===== src/rtl/smaesh_share_feeder_if.sv =====
// rtl/smaesh_share_feeder_if.sv - handshake bundle between the share feeder and its producer/consumer
interface smaesh_share_feeder_if #(
  parameter int d = 2
);
  logic             in_key_valid;
  logic             in_key_ready;
  logic [31:0]      in_key_data;
  logic [1:0]       in_key_size_cfg;
  logic             in_key_mode_inverse;
  logic             in_data_valid;
  logic             in_data_ready;
  logic [127:0]     in_data;
  logic             in_rnd_valid;
  logic             in_rnd_ready;
  logic [31:0]      in_rnd;
  logic             out_key_valid;
  logic             out_key_ready;
  logic [31:0]      out_key_data;
  logic [1:0]       out_key_size_cfg;
  logic             out_key_mode_inverse;
  logic             out_data_valid;
  logic             out_data_ready;
  logic [128*d-1:0] out_shares_data;
  logic             busy;

  modport master (
    output in_key_valid, in_key_data, in_key_size_cfg, in_key_mode_inverse,
    output in_data_valid, in_data, in_rnd_valid, in_rnd,
    output out_key_ready, out_data_ready,
    input  in_key_ready, in_data_ready, in_rnd_ready,
    input  out_key_valid, out_key_data, out_key_size_cfg, out_key_mode_inverse,
    input  out_data_valid, out_shares_data, busy
  );

  modport slave (
    input  in_key_valid, in_key_data, in_key_size_cfg, in_key_mode_inverse,
    input  in_data_valid, in_data, in_rnd_valid, in_rnd,
    input  out_key_ready, out_data_ready,
    output in_key_ready, in_data_ready, in_rnd_ready,
    output out_key_valid, out_key_data, out_key_size_cfg, out_key_mode_inverse,
    output out_data_valid, out_shares_data, busy
  );
endinterface


===== src/rtl/smaesh_share_feeder.sv =====
// rtl/smaesh_share_feeder.sv - splits unmasked key words and data blocks into d boolean shares
module smaesh_share_feeder #(
  parameter int d = 2
) (
  input logic                 clk,
  input logic                 rst,
  smaesh_share_feeder_if.slave bus
);
  typedef enum logic [2:0] {IDLE, KEY_LOAD, KEY_MASK, KEY_EMIT, DATA_MASK, DATA_EMIT} state_t;

  state_t           state, state_next;
  logic [2:0]       wc;
  logic [1:0]       sc;
  logic [2:0]       n_m1;
  logic [2:0]       word_lim;
  logic [1:0]       share_lim;
  logic [1:0]       cfg_q;
  logic             inv_q;
  logic [31:0]      kb [8];
  logic [31:0]      rb [d-1][8];
  logic [128*d-1:0] db;
  logic [31:0]      key_word;
  logic             key_fire, rnd_fire, emit_fire, data_fire, dout_fire;

  always_comb begin
    case (cfg_q)
      2'b01:   n_m1 = 3'd5;
      2'b10:   n_m1 = 3'd7;
      default: n_m1 = 3'd3;
    endcase
  end

  always_ff @(posedge clk or negedge rst) begin
    if (!rst) state <= IDLE;
    else      state <= state_next;
  end

  always_comb begin
    state_next         = state;
    bus.in_key_ready   = 1'b0;
    bus.in_data_ready  = 1'b0;
    bus.in_rnd_ready   = 1'b0;
    bus.out_key_valid  = 1'b0;
    bus.out_data_valid = 1'b0;
    case (state)
      IDLE: begin
        // key jobs win; data is only offered when no key word is pending
        if (bus.in_key_valid) begin
          state_next = KEY_LOAD;
        end else begin
          bus.in_data_ready = rst;
          if (bus.in_data_valid && rst) state_next = DATA_MASK;
        end
      end
      KEY_LOAD: begin
        bus.in_key_ready = 1'b1;
        if (bus.in_key_valid && wc == n_m1) state_next = KEY_MASK;
      end
      KEY_MASK: begin
        bus.in_rnd_ready = 1'b1;
        if (bus.in_rnd_valid && wc == n_m1 && sc == 2'(d-2)) state_next = KEY_EMIT;
      end
      KEY_EMIT: begin
        bus.out_key_valid = 1'b1;
        if (bus.out_key_ready && wc == n_m1 && sc == 2'(d-1)) state_next = IDLE;
      end
      DATA_MASK: begin
        bus.in_rnd_ready = 1'b1;
        if (bus.in_rnd_valid && wc == 3'd3 && sc == 2'(d-2)) state_next = DATA_EMIT;
      end
      DATA_EMIT: begin
        bus.out_data_valid = 1'b1;
        if (bus.out_data_ready) state_next = IDLE;
      end
      default: state_next = IDLE;
    endcase
  end

  assign key_fire  = bus.in_key_valid  & bus.in_key_ready;
  assign rnd_fire  = bus.in_rnd_valid  & bus.in_rnd_ready;
  assign emit_fire = bus.out_key_valid & bus.out_key_ready;
  assign data_fire = bus.in_data_valid & bus.in_data_ready;
  assign dout_fire = bus.out_data_valid & bus.out_data_ready;

  assign word_lim  = (state == DATA_MASK) ? 3'd3 : n_m1;
  assign share_lim = (state == KEY_EMIT) ? 2'(d-1) : 2'(d-2);

  always_ff @(posedge clk or negedge rst) begin
    if (!rst) begin
      wc <= '0;
      sc <= '0;
    end else if (key_fire || rnd_fire || emit_fire) begin
      if (wc == word_lim) begin
        wc <= '0;
        sc <= (state == KEY_LOAD || sc == share_lim) ? 2'd0 : sc + 2'd1;
      end else begin
        wc <= wc + 3'd1;
      end
    end
  end

  always_ff @(posedge clk or negedge rst) begin
    if (!rst) begin
      cfg_q <= '0;
      inv_q <= 1'b0;
      db    <= '0;
      for (int k = 0; k < 8; k++) begin
        kb[k] <= '0;
        for (int s = 0; s < d-1; s++) rb[s][k] <= '0;
      end
    end else begin
      if (key_fire) begin
        kb[wc] <= bus.in_key_data;
        if (wc == 3'd0) begin
          cfg_q <= bus.in_key_size_cfg;
          inv_q <= bus.in_key_mode_inverse;
        end
      end
      if (rnd_fire && state == KEY_MASK) begin
        kb[wc] <= kb[wc] ^ bus.in_rnd;
        for (int s = 0; s < d-1; s++)
          if (sc == 2'(s)) rb[s][wc] <= bus.in_rnd;
      end
      if (emit_fire && state_next == IDLE) begin
        for (int k = 0; k < 8; k++) begin
          kb[k] <= '0;
          for (int s = 0; s < d-1; s++) rb[s][k] <= '0;
        end
      end
      if (data_fire) db <= {{(128*(d-1)){1'b0}}, bus.in_data};
      if (rnd_fire && state == DATA_MASK) begin
        for (int s = 0; s < d-1; s++)
          for (int k = 0; k < 4; k++)
            if (sc == 2'(s) && wc == 3'(k)) begin
              db[128*(s+1)+32*k +: 32] <= bus.in_rnd;
              db[32*k +: 32]           <= db[32*k +: 32] ^ bus.in_rnd;
            end
      end
      if (dout_fire) db <= '0;
    end
  end

  // share 0 lives in kb, shares 1..d-1 in rb; nothing leaves outside KEY_EMIT
  always_comb begin
    key_word = kb[wc];
    for (int s = 0; s < d-1; s++)
      if (sc == 2'(s+1)) key_word = rb[s][wc];
  end

  assign bus.out_key_data         = (state == KEY_EMIT) ? key_word : 32'd0;
  assign bus.out_shares_data      = (state == DATA_EMIT) ? db : '0;
  assign bus.out_key_size_cfg     = cfg_q;
  assign bus.out_key_mode_inverse = inv_q;
  assign bus.busy                 = (state != IDLE);
endmodule


===== src/flat_wrapper.sv =====
// flat-port wrapper written by rule: the top's interface ports become plain ports
module smaesh_share_feeder_flat 
#(
  parameter int d = 2
)
  (clk, rst, bus_in_key_valid, bus_in_key_data, bus_in_key_size_cfg, bus_in_key_mode_inverse, bus_in_data_valid, bus_in_data, bus_in_rnd_valid, bus_in_rnd, bus_out_key_ready, bus_out_data_ready, bus_in_key_ready, bus_in_data_ready, bus_in_rnd_ready, bus_out_key_valid, bus_out_key_data, bus_out_key_size_cfg, bus_out_key_mode_inverse, bus_out_data_valid, bus_out_shares_data, bus_busy);
  smaesh_share_feeder_if #(.d(d)) bus_i ();
  input logic clk;
  input logic rst;
  input wire logic [$bits(bus_i.in_key_valid)-1:0] bus_in_key_valid;
  input wire logic [$bits(bus_i.in_key_data)-1:0] bus_in_key_data;
  input wire logic [$bits(bus_i.in_key_size_cfg)-1:0] bus_in_key_size_cfg;
  input wire logic [$bits(bus_i.in_key_mode_inverse)-1:0] bus_in_key_mode_inverse;
  input wire logic [$bits(bus_i.in_data_valid)-1:0] bus_in_data_valid;
  input wire logic [$bits(bus_i.in_data)-1:0] bus_in_data;
  input wire logic [$bits(bus_i.in_rnd_valid)-1:0] bus_in_rnd_valid;
  input wire logic [$bits(bus_i.in_rnd)-1:0] bus_in_rnd;
  input wire logic [$bits(bus_i.out_key_ready)-1:0] bus_out_key_ready;
  input wire logic [$bits(bus_i.out_data_ready)-1:0] bus_out_data_ready;
  output wire logic [$bits(bus_i.in_key_ready)-1:0] bus_in_key_ready;
  output wire logic [$bits(bus_i.in_data_ready)-1:0] bus_in_data_ready;
  output wire logic [$bits(bus_i.in_rnd_ready)-1:0] bus_in_rnd_ready;
  output wire logic [$bits(bus_i.out_key_valid)-1:0] bus_out_key_valid;
  output wire logic [$bits(bus_i.out_key_data)-1:0] bus_out_key_data;
  output wire logic [$bits(bus_i.out_key_size_cfg)-1:0] bus_out_key_size_cfg;
  output wire logic [$bits(bus_i.out_key_mode_inverse)-1:0] bus_out_key_mode_inverse;
  output wire logic [$bits(bus_i.out_data_valid)-1:0] bus_out_data_valid;
  output wire logic [$bits(bus_i.out_shares_data)-1:0] bus_out_shares_data;
  output wire logic [$bits(bus_i.busy)-1:0] bus_busy;
  assign bus_i.in_key_valid = bus_in_key_valid;
  assign bus_i.in_key_data = bus_in_key_data;
  assign bus_i.in_key_size_cfg = bus_in_key_size_cfg;
  assign bus_i.in_key_mode_inverse = bus_in_key_mode_inverse;
  assign bus_i.in_data_valid = bus_in_data_valid;
  assign bus_i.in_data = bus_in_data;
  assign bus_i.in_rnd_valid = bus_in_rnd_valid;
  assign bus_i.in_rnd = bus_in_rnd;
  assign bus_i.out_key_ready = bus_out_key_ready;
  assign bus_i.out_data_ready = bus_out_data_ready;
  assign bus_in_key_ready = bus_i.in_key_ready;
  assign bus_in_data_ready = bus_i.in_data_ready;
  assign bus_in_rnd_ready = bus_i.in_rnd_ready;
  assign bus_out_key_valid = bus_i.out_key_valid;
  assign bus_out_key_data = bus_i.out_key_data;
  assign bus_out_key_size_cfg = bus_i.out_key_size_cfg;
  assign bus_out_key_mode_inverse = bus_i.out_key_mode_inverse;
  assign bus_out_data_valid = bus_i.out_data_valid;
  assign bus_out_shares_data = bus_i.out_shares_data;
  assign bus_busy = bus_i.busy;
  smaesh_share_feeder #(.d(d)) u_core (.clk(clk), .rst(rst), .bus(bus_i));
endmodule

===== config.mk =====
export PLATFORM = sky130hd
export DESIGN_NAME = smaesh_share_feeder_flat
export DESIGN_NICKNAME = d
export VERILOG_FILES = /design/src/rtl/smaesh_share_feeder_if.sv /design/src/rtl/smaesh_share_feeder.sv /design/src/flat_wrapper.sv
export SDC_FILE = /design/constraint.sdc
export NUM_CORES = 2
export LEC_CHECK = 0
export ABC_AREA = 0
export CAP_MARGIN = 30
export CORE_UTILIZATION = 50
export CTS_CLUSTER_DIAMETER = 200
export CTS_CLUSTER_SIZE = 24
export DETAILED_ROUTE_END_ITERATION = 8
export GPL_TIMING_DRIVEN = 0
export MAX_ROUTING_LAYER = met4
export PLACE_DENSITY = 0.83
export SLEW_MARGIN = 20
export SYNTH_ARGS = -nofsm -noshare
export SYNTH_HDL_FRONTEND = slang
export SYNTH_SLANG_ARGS = --single-unit

===== constraint.sdc =====
create_clock -name clk -period 2.95 [get_ports clk]
set_input_delay 0.4425 -clock clk [delete_from_list [all_inputs] [get_ports clk]]
set_output_delay 0.4425 -clock clk [all_outputs]
set_load 0.05 [all_outputs]

### After elaboration in Yosys (flattened, before gate mapping)

Index checks and enable logic that the tools add are counted.

* bits in registers: 779
* input port bits: 202
* output and inout port bits: 297
* word-level logic and storage cells: 131

* $add $sub $neg: 2
* $lt $le $gt $ge: 2
* equal/unequal tests: 14
* muxes and demuxes: 50
* bitwise operators: 11
* reduce and logical (&&, ||, !) cells: 30

Operators with widths (count)
* two-way mux 256 bit: 10
* bitwise mux 256 bit: 3
* two-way mux 32 bit: 15
* binary-select mux 32 bit (select 3 bit): 2
* XOR 32 bit: 5
* demux 32 bit (select 3 bit): 1
* two-way mux 3 bit: 9
* one-hot mux 3 bit (6 select lines): 1
* logical AND 1 bit: 16
* == test 3 x 2 -> 1 bit, second input constant: 4
* logical NOT 3 bit: 3
* two-way mux 1 bit: 7
* == test 3 x 1 -> 1 bit, second input constant: 2
* == test 3 bit: 2
* == test 3 bit, second input constant: 2
* one-hot mux 3 bit (2 select lines): 1
* AND reduction 2 bit: 3
* AND 1 bit: 5
* == test 2 x 1 -> 1 bit, second input constant: 2
* greater-or-equal comparator 4 bit, second input constant: 1
* less-than comparator 4 x 1 -> 1 bit, second input constant: 1
* NOT 3 -> 4 bit: 1
* nonzero test 2 bit: 2
* adder 3 x 1 -> 3 bit, second input constant: 1
* 8 further kinds: 10

### Longest topological paths before layout

* word-level depth: 11
* gate-level depth with buffers: 14
* mapped depth without buffers: 7

### Worst setup path after synthesis

OpenSTA, ideal clock, no wires.

* kind: reg-to-output
* from: register u_core.wc[1]
* to: output bus_out_key_data[26]
* data arrival time: 2969 ps
* data required time: 2508 ps
* slack: -461 ps
* stages on the path, launching flop included: 10
* buffers on the path: 5
* path through: dfrtp_1 > buf_4 > buf_2 > buf_2 > buf_2 > buf_2 > nand2_1 > nand2_1 > nor2_1 > a311oi_1

* word-level cells in the longest chain between the ends: 6

Ends and longest elaborated chain
* start: declaration: RTL line smaesh_share_feeder.sv:12 `logic [2:0] wc;`
* start signal: assignment: RTL line smaesh_share_feeder.sv:97 `wc <= wc + 3'd1;`
* NOT 3 -> 4 bit (implied by the code) (*): RTL line smaesh_share_feeder.sv:145, smaesh_share_feeder.sv:147
* binary-select mux 32 bit (select 3 bit) (on tied branches): RTL line smaesh_share_feeder.sv:145, smaesh_share_feeder.sv:147
* two-way mux 32 bit (on tied branches) (2 in series): RTL line smaesh_share_feeder.sv:145, smaesh_share_feeder.sv:147
* two-way mux 32 bit (*): RTL line smaesh_share_feeder.sv:147 `if (sc == 2'(s+1)) key_word = rb[s][wc];`
* two-way mux 32 bit (*): RTL line smaesh_share_feeder.sv:150 `assign bus.out_key_data = (state == KEY_EMIT) ? key_word : 32'd0;`
* end: declaration: RTL line flat_wrapper.sv:24 `output wire logic [$bits(bus_i.out_key_data)-1:0] bus_out_key_data;`

Mark *: on every way between the ends. The rest lies on a longest branch, timed or not. The select of a mux whose other input is x is not followed.

### Worst setup path in the final report

* from: register u_core.wc[2]
* to: output bus_out_key_data[30]

The elaborated chain is that of the path after synthesis.

==> metrics.yaml <==
yosysWarnings: 0
viasPerCell: 7.33
r2r-end: "u_core.kb[18]"
vias: 45200
netlist_area_mm2: 0.0413
cts.sinks: 779
num_rows: 105
synth_area_leader_cell: "dfrtp_1"
maxCapViolCount: 0
antenna_found_initial: 21
fin_crit_ns: 3.63
dieArea_mm2: 0.0838
hold_path_class: "primary input to flip-flop"
start_util: 0.504
synth_async_sr_flop_share: 1.00
drt-total-wl_um: 230000
powerDensity_mw_per_mm2: 1050
synth_mux_area_frac: 0.103
path_class: "flip-flop to output pin"
drtPass1Iterations: 9
core-area_mm2: 0.0820
fin_cells: 6168
rsz0062_at_grt: "true"
setup_viol: 251
grt-ovfl-total: 0
portBuffers: 494
synth-simple-area-share: 0.154
cp-startpoint: "u_core.wc[2]"
ant_nets: 0
ir_drop_mv: 0.507
crit_required_ns: 2.51
cts_buffer_depth: 3
synth_nets: 4554
relSlewSlack: 0.207
ys.flop_type: "dfrtp_1"
grt_max_degree: 124
synthTopCellsByArea: "dfrtp_1, a21oi_1, mux2_2, nor2_1, and3_1"
crit_end: "bus_out_key_data[30]"
synth_xor_area_frac: 0.0114
syn2layout_area_growth_pct: 27.8
fin_skew_ns: 0.0264
fmax_ghz: 0.276
clk_latency_ns: 0.63
synthAdderAreaFrac: 0.00242
wl_per_cell_um: 37.3
htree_levels: 2
r2r_cells: 9
synth_compound_area_frac: 0.203
clk_pin_slew_worst_paths_ns: 0.10
synthDominantCellAreaShare: 0.472
ios: 499
drt_iter0_drc: 8226
dieHeight_um: 290
r2r_slack_ns: -0.12
grt_pass1_wl_um: 314000
synth_edf_count: 0
worstMarginPinSlew_ns: 1.19
fin_ws_ns: -0.676
synth_cell_type_count: 64
status: "finished, violations left"
rr_startpoint: "u_core.wc[0]"
synth_top_family_by_area: "compound AO/OA/AOI/OAI gates"
grtUsageTotal: 0.548
place_inst: 5935
syn_inst: 4344
slew_viol_final: 0
leakage_nw: 24.6
cts_tree: "yes"
violations: "DRC, setup timing"
place_hpwl_um: 163000
synth-seq-cells: 779
drc: 15
gp_congestion: 1.08
grt_pass1_vias: 41800
arrival_ns: 3.18
post-route-period-util: 1.23
cp-end-kind: "output pin"
fp.dieW_um: 290
nNetsFinal: 5272
cts_buffers: 38
power_mw: 55.7
synth_area_per_cell_um2: 9.51
ys_seq_area_frac: 0.472
drive_gt1_frac: 0.250
cp_max_fo: 10
num-fill-cells: 6805
clock-root-buffer: "clkbuf_16"
startpoint_type: "flip-flop"
final_hold_viol_count: 0
-- state kept, by name, summed over array words and instances (netlist names) --
signal,flops
u_core.sc,2
u_core.state,3
u_core.bus.out_key_size_cfg,2
u_core.bus.out_key_mode_inverse,1
u_core.wc,3
u_core.rb,256
u_core.db,256
u_core.kb,256
-- cell usage after synthesis, drive strengths merged, types with 13 or more instances --
library cell and n:
nor3b 13, a22oi 159, xnor2 31, mux2i 157, nand2 232, nor2b 14, dfrtp 779, xor2 23
o221ai 132, a32oi 29, a211oi 167, clkbuf 362, o22ai 18, a21oi 395, nor2 470, inv 39
nor3 34, nand3 271, mux2 157, and3 259, buf 150, mux4 40, o211ai 105, a221oi 56
o21ai 134
-- final cells by class --
class                   instances  area (um^2)  area share
clock inverters                 4         50.0    0.000947
repair buffers                688         6310       0.119
well taps                    1070         1340      0.0253
plain buffers                 502         3360      0.0637
clock buffers                  38          951      0.0180
multi-input cells            3013        21100       0.399
flip-flops and latches        779        19500       0.369
diodes                         34         85.1     0.00161
inverters                      40          166     0.00315
-- power breakdown --
group | total [mW] | leakage (nW) | internal (mW) | switching [mW]
sequential | 17.8 | 10.1 | 14.8 | 3.03
combinational | 31.7 | 14.0 | 12.5 | 19.2
clock | 6.24 | 0.491 | 2.37 | 3.88
total | 55.7 | 24.6 | 29.6 | 26.1
-- cells in the final DEF (no fill, tap or decap), types with 19 or more instances in the layout --
master           count
a211oi_1           157
a21oi_1            384
a221oi_1            23
a221oi_2            23
a22oi_1            149
a32oi_1             29
and3_1             235
and3_2              19
buf_12              59
buf_16              21
buf_2              130
buf_4              170
buf_6               82
clkbuf_1           187
clkbuf_16           43
clkbuf_2           193
clkbuf_4           101
clkdlybuf4s50_1    199
dfrtp_1            777
diode_2             34
inv_1               36
mux2_2             140
mux2i_1            148
mux4_2              40
nand2_1            223
nand3_1            270
nor2_1             438
nor2_2              20
nor3_1              23
o211ai_1           105
o21ai_0            112
o221ai_1           130
xnor2_1             24
-- cell families (layout without fill, tap and decap cells) --
| kind of cell | count (synthesis) | in the layout |
|---|---|---|
| multiplexers | 354 | 354 |
| AO/OA/AOI/OAI | 1252 | 1252 |
| XOR/XNOR | 54 | 54 |
| buffers and inverters | 552 | 1272 |
| flip-flops | 779 | 779 |
| adder cells (fa/ha/maj) | 8 | 8 |
| AND/OR/NAND/NOR | 1345 | 1345 |
| other | 0 | 34 |
-- metal layers --
layer / track usage / wire (um) / vias up
met1: 0.637 / 77000 / 21900
met4: 0.411 / 22900 / 0
met3: 0.268 / 38700 / 1334
met2: 0.722 / 91300 / 4596
met5: - / 0 / -
li1: - / - / 17400
-- per-stage QoR --
stage               cell area, um^2  utilization  hold slack [ns]  setup TNS (ns)  worst slack [ns]
floorplan                     41400            -            0.147       -0.000475         -0.000475
global placement              47700        0.582            0.489               -            -35.03
detailed placement            48200        0.588            0.349         -824.70             -2.09
CTS                           51700        0.631          -0.0966         -257.38            -0.566
global route                  52800        0.644            0.323          -58.95            -0.592
finish                        52800        0.645            0.301          -40.63            -0.676
-- worst min path at each step --
stage                                          startpoint                              end  slack, ns  cells past startpoint
after global placement    u_core.bus.out_key_mode_inverse  u_core.bus.out_key_mode_inverse       0.49                      1
after CTS                                             rst                   u_core.db[216]       -0.1                      2
after global routing                  bus_in_key_data[17]                    u_core.kb[81]       0.32                      3
after floorplan                                       rst  u_core.bus.out_key_mode_inverse       0.15                      0
after detailed placement                              rst                   u_core.db[238]       0.35                      1
final                                 bus_in_key_data[17]                   u_core.kb[113]       0.30                      3
-- worst max-delay path, stage by stage, from the launching register on --
cell and delay [ns]:
dfrtp_2 0.49, buf_12 0.18, buf_12 0.14, nor2_2 0.23, clkbuf_8 0.33, a22oi_1 0.15
o22a_2 0.29, a211oi_4 0.48, buf_6 0.23
-- repair_timing --
item,4_1_cts,5_1_grt
pin swaps,49,57
hold buffers,3,2
gates cloned,5,0
buffers inserted,79,74
gates resized for setup,1288,1187
hold endpoints to repair,59,128
setup endpoints to repair,1070,1062
No activity file was read; power rests on OpenSTA's default activity.
